### src/rtl/id_ex_stage.sv
// id_ex_stage: decode-to-execute pipeline register with M/W forwarding and ALU operand select.
// Revision: 1.0
`default_nettype none

module id_ex_stage #(
  parameter int         WIDTH       = 32,
  parameter logic [5:0] BUBBLE_TYPE = 6'b000000
) (
  input  logic             clk,
  input  logic             reset,
  input  logic             stall,
  input  logic             flush,
  input  logic             hold,
  input  logic             d_valid,
  input  logic [WIDTH-1:0] d_pc,
  input  logic [WIDTH-1:0] d_rs_val,
  input  logic [WIDTH-1:0] d_rt_val,
  input  logic [4:0]       d_rs_addr,
  input  logic [4:0]       d_rt_addr,
  input  logic [15:0]      d_imm16,
  input  logic [4:0]       d_shamt,
  input  logic             d_ext_op,
  input  logic             d_src_sel,
  input  logic             d_shamt_sel,
  input  logic [5:0]       d_alu_type,
  input  logic [4:0]       d_wr_addr,
  input  logic             d_reg_we,
  input  logic [4:0]       m_wr_addr,
  input  logic             m_reg_we,
  input  logic [WIDTH-1:0] m_fwd_data,
  input  logic [4:0]       w_wr_addr,
  input  logic             w_reg_we,
  input  logic [WIDTH-1:0] w_fwd_data,
  output logic [WIDTH-1:0] e_alu_in1,
  output logic [WIDTH-1:0] e_alu_in2,
  output logic [5:0]       e_alu_type,
  output logic [WIDTH-1:0] e_store_data,
  output logic [WIDTH-1:0] e_link,
  output logic [WIDTH-1:0] e_pc,
  output logic [4:0]       e_wr_addr,
  output logic             e_reg_we,
  output logic             e_valid
);

  logic             r_valid;
  logic             r_reg_we;
  logic [WIDTH-1:0] r_pc;
  logic [WIDTH-1:0] r_rs_val;
  logic [WIDTH-1:0] r_rt_val;
  logic [4:0]       r_rs_addr;
  logic [4:0]       r_rt_addr;
  logic [15:0]      r_imm16;
  logic [4:0]       r_shamt;
  logic             r_ext_op;
  logic             r_src_sel;
  logic             r_shamt_sel;
  logic [5:0]       r_type;
  logic [4:0]       r_wr_addr;

  logic             w_update;
  logic             w_load;
  logic [WIDTH-1:0] w_rs_fwd;
  logic [WIDTH-1:0] w_rt_fwd;
  logic [WIDTH-1:0] w_ext_imm;

  // flush overrides hold; otherwise hold freezes E even when stall asks for a bubble
  assign w_update = flush | ~hold;
  assign w_load   = ~flush & ~stall;

  always_ff @(posedge clk or negedge reset) begin
    if (!reset) begin
      r_valid     <= 1'b0;
      r_reg_we    <= 1'b0;
      r_pc        <= '0;
      r_rs_val    <= '0;
      r_rt_val    <= '0;
      r_rs_addr   <= '0;
      r_rt_addr   <= '0;
      r_imm16     <= '0;
      r_shamt     <= '0;
      r_ext_op    <= 1'b0;
      r_src_sel   <= 1'b0;
      r_shamt_sel <= 1'b0;
      r_type      <= BUBBLE_TYPE;
      r_wr_addr   <= '0;
    end else if (w_update) begin
      r_valid     <= w_load & d_valid;
      r_reg_we    <= w_load & d_valid & d_reg_we;
      r_pc        <= w_load ? d_pc        : '0;
      r_rs_val    <= w_load ? d_rs_val    : '0;
      r_rt_val    <= w_load ? d_rt_val    : '0;
      r_rs_addr   <= w_load ? d_rs_addr   : '0;
      r_rt_addr   <= w_load ? d_rt_addr   : '0;
      r_imm16     <= w_load ? d_imm16     : '0;
      r_shamt     <= w_load ? d_shamt     : '0;
      r_ext_op    <= w_load & d_ext_op;
      r_src_sel   <= w_load & d_src_sel;
      r_shamt_sel <= w_load & d_shamt_sel;
      r_type      <= w_load ? d_alu_type  : BUBBLE_TYPE;
      r_wr_addr   <= w_load ? d_wr_addr   : '0;
    end
  end

  // M is younger than W, so it wins; $0 always reads the captured value
  always_comb begin
    w_rs_fwd = r_rs_val;
    if (r_rs_addr != 5'd0) begin
      if (m_reg_we && (m_wr_addr == r_rs_addr))      w_rs_fwd = m_fwd_data;
      else if (w_reg_we && (w_wr_addr == r_rs_addr)) w_rs_fwd = w_fwd_data;
    end
  end

  always_comb begin
    w_rt_fwd = r_rt_val;
    if (r_rt_addr != 5'd0) begin
      if (m_reg_we && (m_wr_addr == r_rt_addr))      w_rt_fwd = m_fwd_data;
      else if (w_reg_we && (w_wr_addr == r_rt_addr)) w_rt_fwd = w_fwd_data;
    end
  end

  assign w_ext_imm = r_ext_op ? {{(WIDTH-16){r_imm16[15]}}, r_imm16}
                              : {{(WIDTH-16){1'b0}}, r_imm16};

  assign e_alu_in1    = r_shamt_sel ? {{(WIDTH-5){1'b0}}, r_shamt} : w_rs_fwd;
  assign e_alu_in2    = r_src_sel ? w_ext_imm : w_rt_fwd;
  assign e_alu_type   = r_type;
  assign e_store_data = w_rt_fwd;
  assign e_link       = r_pc + WIDTH'(8);
  assign e_pc         = r_pc;
  assign e_wr_addr    = r_wr_addr;
  assign e_reg_we     = r_reg_we;
  assign e_valid      = r_valid;

endmodule

`default_nettype wire
### config.mk
export PLATFORM = sky130hd
export DESIGN_NAME = id_ex_stage
export DESIGN_NICKNAME = d
export VERILOG_FILES = /design/src/rtl/id_ex_stage.sv
export SDC_FILE = /design/constraint.sdc
export NUM_CORES = 1
export LEC_CHECK = 0
export BUFFER_PORTS_ARGS = -buffer_cell sky130_fd_sc_hd__clkbuf_2
export CAP_MARGIN = 40
export CORE_MARGIN = 10
export CORE_UTILIZATION = 35
export DETAILED_ROUTE_END_ITERATION = 16
export PLACE_DENSITY = 0.65
export SKIP_LAST_GASP = 1
export SYNTH_ARGS = -nofsm -noshare
export SYNTH_HDL_FRONTEND = slang
export SYNTH_SLANG_ARGS = --single-unit
### constraint.sdc
create_clock -name clk -period 2.2 [get_ports clk]
set_clock_uncertainty 0.15 [all_clocks]
set_input_delay 0.11 -clock clk [delete_from_list [all_inputs] [get_ports clk]]
set_output_delay 0.11 -clock clk [all_outputs]
set_load 0.005 [all_outputs]
Word level (Yosys, flattened, before mapping)
Index checks and enable logic that the tools add are counted.
Widths: inputs -> output; s select.
{ "totals": {"regBits": 143, "in_bits": 224} }
{ "op_classes": {"mux": 18, "n_reduce_logical": 6, "addsub": 1, "bitwise_logic": 10, "eq_ne": 4} }
{ "op_table": {"columns": ["operator", "count"], "rows": [
  ["$mux 32", 12],
  ["$add 32x4->32 const B", 1],
  ["$eq 5x5->1", 4],
  ["$mux 5", 4],
  ["$mux 16", 1],
  ["$reduce_bool 5->1", 2],
  ["$and 1x1->1", 6],
  ["$mux 6", 1],
  ["$logic_and 1x1->1", 4],
  ["$not 1->1", 3],
  ["$or 1x1->1", 1]
]} }

Logic depth before layout (Yosys ltp)
{ "logic_depth": {"depth_word": 6, "mapped_depth": 9, "ltp_nobuf": 5} }

Least setup slack after synthesis
OpenSTA, ideal clock, no wires.
{ "synth_timing": {"path_kind": "flip-flop to output port", "start": "register r_rs_addr[2]", "end": "output e_alu_in1[12]", "path_buffers": 2, "path_slack_ns": 0.082, "arrival_time_ns": 1.858, "stages_incl_launch_ff": 8, "t_required_ns": 1.940, "path_cell_list": "dfrtp_1 -> xnor2_2 -> nand4_1 -> or3_1 -> buf_4 -> and2_4 -> buf_8 -> a2111oi_2"} }
{ "synth_between": {"elab_chain_len": 6, "word_cells_on_any_way": 9, "classes_between": "eq/ne (2); mux (4); reduce/logical (3)"} }
{ "synth_lines": {"columns": ["item", "line", "rtl"], "rows": [
  ["from (decl)", "50", "logic [4:0] r_rs_addr;"],
  ["from (signal assigned)", "92", "r_rs_addr <= w_load ? d_rs_addr : '0;"],
  ["$eq 5x5->1", "109", "else if (w_reg_we && (w_wr_addr == r_rs_addr)) w_rs_fwd = w_fwd_data;"],
  ["$logic_and 1x1->1", "109", null],
  ["$mux 32", "109", null],
  ["$mux 32", "108", "if (m_reg_we && (m_wr_addr == r_rs_addr)) w_rs_fwd = m_fwd_data;"],
  ["$mux 32 (*)", "107", "if (r_rs_addr != 5'd0) begin"],
  ["$mux 32 (*)", "124", "assign e_alu_in1 = r_shamt_sel ? {{(WIDTH-5){1'b0}}, r_shamt} : w_rs_fwd;"],
  ["to (decl)", "34", "output logic [WIDTH-1:0] e_alu_in1,"]
]} }
Mark *: on every way between the ends. The rest lies on a longest branch, timed or not.

Final worst setup path
{ "layout_timing": {"start": "register r_rs_addr[1]", "end": "output e_alu_in1[24]"} }
Same word-level chain as after synthesis.

==> results by group <==
Status
  • Status: finished with violations
  • Violated checks: setup timing

Final layout
  • Fill cells: roughly 1800
  • Post-layout util: 64.8%
  • P&R area growth vs syn: 81.3%
  • Final nets: ~1600
  • Fraction of layout cells with a size suffix above 1: between 50% and 60%
  • Most frequent cells in the layout: 314 x clkbuf_2, 144 x dlygate4sd3_1, 142 x a22o_1, 134 x dfrtp_1, 77 x buf_2
  • Sequential cell area: ~3600 um^2
  • Final Cell Area: between 15000 and 20000 um^2
  • Commonest non-fill, non-tap cell in the layout: clkbuf_2
  • Multi-input logic area: roughly 5600 um^2

Drt
  • DRC Markers: 0
  • DRC violation total after the first TritonRoute iteration: 970
  • First-pass iteration count of the detailed router: 5
  • Final wirelength: approximately 43000 um
  • Post-route ant nets: 0
  • Met3 WL post-DR: 3220 um
  • Routed len/inst: between 20 and 25 um
  • Met1 wire length: 16500 um
  • Top Metal Used: met5
  • Via count: 9918
  • WL met2: roughly 21000 um
  • Vias per cell: about 5.7

Die
  • Starting Density: 35.7%
  • Num ports: between 300 and 400
  • Floorplan row count: 56
  • Height of the chip: between 150 and 200 um
  • Core area: ~24000 um^2
  • DIE AREA: about 31000 um^2
  • Die width: about 180 um

Worst setup path
  • Startpoint types: register
  • Delay-heaviest family, CP: compound AO/OA/AOI/OAI gates
  • R2R depth: 2
  • CP Depth: 7
  • Critical Path RT: 1.94 ns
  • Worst EP arrival: approximately 2.6 ns
  • Maximum fanout along the worst path: 15
  • Critical path class: register to output port
  • CP endpoint kind: output port
  • Worst Path Buf+Inv: 2
  • Critical path, cell by cell: or4_4 -> o211ai_2 -> a211o_4 -> buf_12 -> nor2_1 -> a2111oi_4 -> buf_2
  • Slowest CP cell: or4_4
  • Crit path largest cell delay: 0.57 ns

Synth
  • Most used DFF post-synth: dfrtp_1
  • Distinct cells, synth: between 50 and 60
  • Post-synth top area share: 42.5%
  • Post-Syn Area per Cell: between 10 and 15 um^2
  • Area leader, netlist: dfrtp_1
  • Mapped Nets: about 1000
  • Cells after Synth: approximately 800
  • Ys Warns: 0
  • Top cells by area, synth: dfrtp_1 43%, a22o_1 15%, a2111oi_4 5.6%
  • Netlist Area Pre-Place: 8410 um^2
  • #FFs+latches synth: 143
  • Number of flops mapped to enable cells by yosys: 0
  • Synth async-reset ratio: between 90% and 100%
  • Post-synthesis sequential area ratio: 42.5%

STA
  • Slew Limit Fails: 0
  • Least-Margin Pin Slew: roughly 0.67 ns
  • FMAX: approximately 350 MHz
  • Final setup margin: -0.673 ns
  • Final min period: between 2 and 3 ns
  • Hold WS: between 0.02 and 0.025 ns
  • Final hold violations: 0
  • Tcrit/Tclk final: 131%
  • Setup tns final: -55.97 ns
  • Final setup violation count: 110
  • Unrepaired setup endpoints after global routing: yes
  • Max_slew headroom: a little under three fifths

Global route
  • First-pass GRT wire length: around 63000 um
  • Antenna violations before repair: 8
  • Total gr overflow: 0
  • Largest net degree at the start of global routing: 74
  • Vias in the first global route: roughly 10000
  • Gr usage total: 26.0%

Clock tree
  • Bufs on Longest Clock Path: 2
  • TritonCTS clock tree: done
  • Clock Latency Late Sink: ~0.43 ns
  • H-tree levels: 4
  • Clk sinks: 143
  • Clock-pin slew on the worst setup and hold paths: about 0.070 ns
  • Root Buffer: clkbuf_16
  • CTS buffer count: 17

Placement
  • Placer Congestion: around 0.9
  • IO Port Bufs: 396
  • DP Wirelength: approximately 29000 um
  • Placed cell areas: approximately 11000 um^2

Power
  • Leakage: around 7.1 nW
  • Max rail drop VDD: between 0.4 and 0.5 mV
  • Cell Pwr Density: roughly 500 nW/um^2

Run
  • Max-Cap Viols: 0

Hold path
  • HP Class: input port to asynchronous set/reset pin
cell usage after synthesis (2+ instances only):
master     count
a31oi_1       23
xnor2_2        4
nor2_2         2
nand2b_1       4
or4_1          3
a2111oi_4     17
a22o_1       142
a2111oi_2      9
a221o_1        9
o211ai_1      16
dfrtp_1      143
a211oi_1      11
o221ai_1      15
nor2_1        65
nand2_1       22
nand4_1       11
o31ai_1        4
clkbuf_1      57
or3_1          2
and4_1         5
o2bb2ai_1     23
buf_4          5
or2_2          2
inv_1         45
o2111ai_1      9
a21o_1         9
and2_1         4
xor2_1         9
buf_6          4
and3_1        27
xnor2_1       34
buf_2         17
nand3_1       19
a21oi_1       11
nor3_1         7
worst register-to-register path, stage by stage, from the launching register on:
cell and delay [ns]:
dfrtp_4 0.71, buf_4 0.43, a22o_1 0.21
state kept, by name (all words and copies together) (netlist names), 5 cells and up:
register,cells
e_pc,32
r_rs_val,32
r_rt_val,32
r_imm16,16
e_alu_type,6
e_wr_addr,5
r_rs_addr,5
r_rt_addr,5
r_shamt,5
stage by stage:
step	total power, W	worst slack, ns	instances
6_report	0.00764	-0.673	1749
5_1_grt	0.00790	-0.736	1749
4_1_cts	0.00755	-0.603	1733
3_5_place_dp	0.00407	-0.282	1517
3_3_place_gp	0.00406	-0.241	1517
2_1_floorplan	0.00334	0.0821	806
logic make-up after synthesis:
logic type / synth area share, %
buffers and inverters: 6.78
DFF: 42.5
and+or+nand+nor: 10.6
AOI/OAI and AO/OA: 34.7
adders and majority gates: 0.149
xor gates and xnor gates: 5.25
repair_timing:
item,CTS,global route
cloned,7,1
endpoints found under the hold margin,286,0
hold buffers,144,0
gates resized for setup,176,156
buffers inserted,33,10
pin swaps,118,38
setup endpoints to repair,115,115
where the power goes:
group	total [W]	switching, W	internal (W)
registers	0.00283	0.000105	0.00273
logic	0.00180	0.000881	0.000922
clock network	0.00300	0.00137	0.00163
total	0.00764	0.00235	0.00528
layout make-up:
type	count	share of cell area (%)
inverter	45	1.11
multi-input combinational	534	36.4
timing repair buffer	669	32.4
clock inverter	14	0.952
antenna	7	0.115
tap	319	2.62
clock buffer	18	2.88
sequential	143	23.6
worst paths after layout:
check | from | endpoint | slack [ns]
worst max-delay path | r_rs_addr[1] | e_alu_in1[24] | -0.67
min in group clk | flush | e_pc[13] | 0.06
worst max register to register | r_shamt_sel | r_shamt_sel | 0.63
worst min register to register | e_reg_we | e_reg_we | 0.34
worst min-delay path | reset | r_rs_val[30] | 0.02
max in group asynchronous | reset | r_rt_addr[3] | 1.19
layer usage:
layer	up-vias	GRT usage, %
met2	575	43.9
met1	4896	30.3
met4	2	12.6
met5	-	0
met3	131	6.36
li1	4314	-
Note: power is estimated with default switching activity, not from simulation.
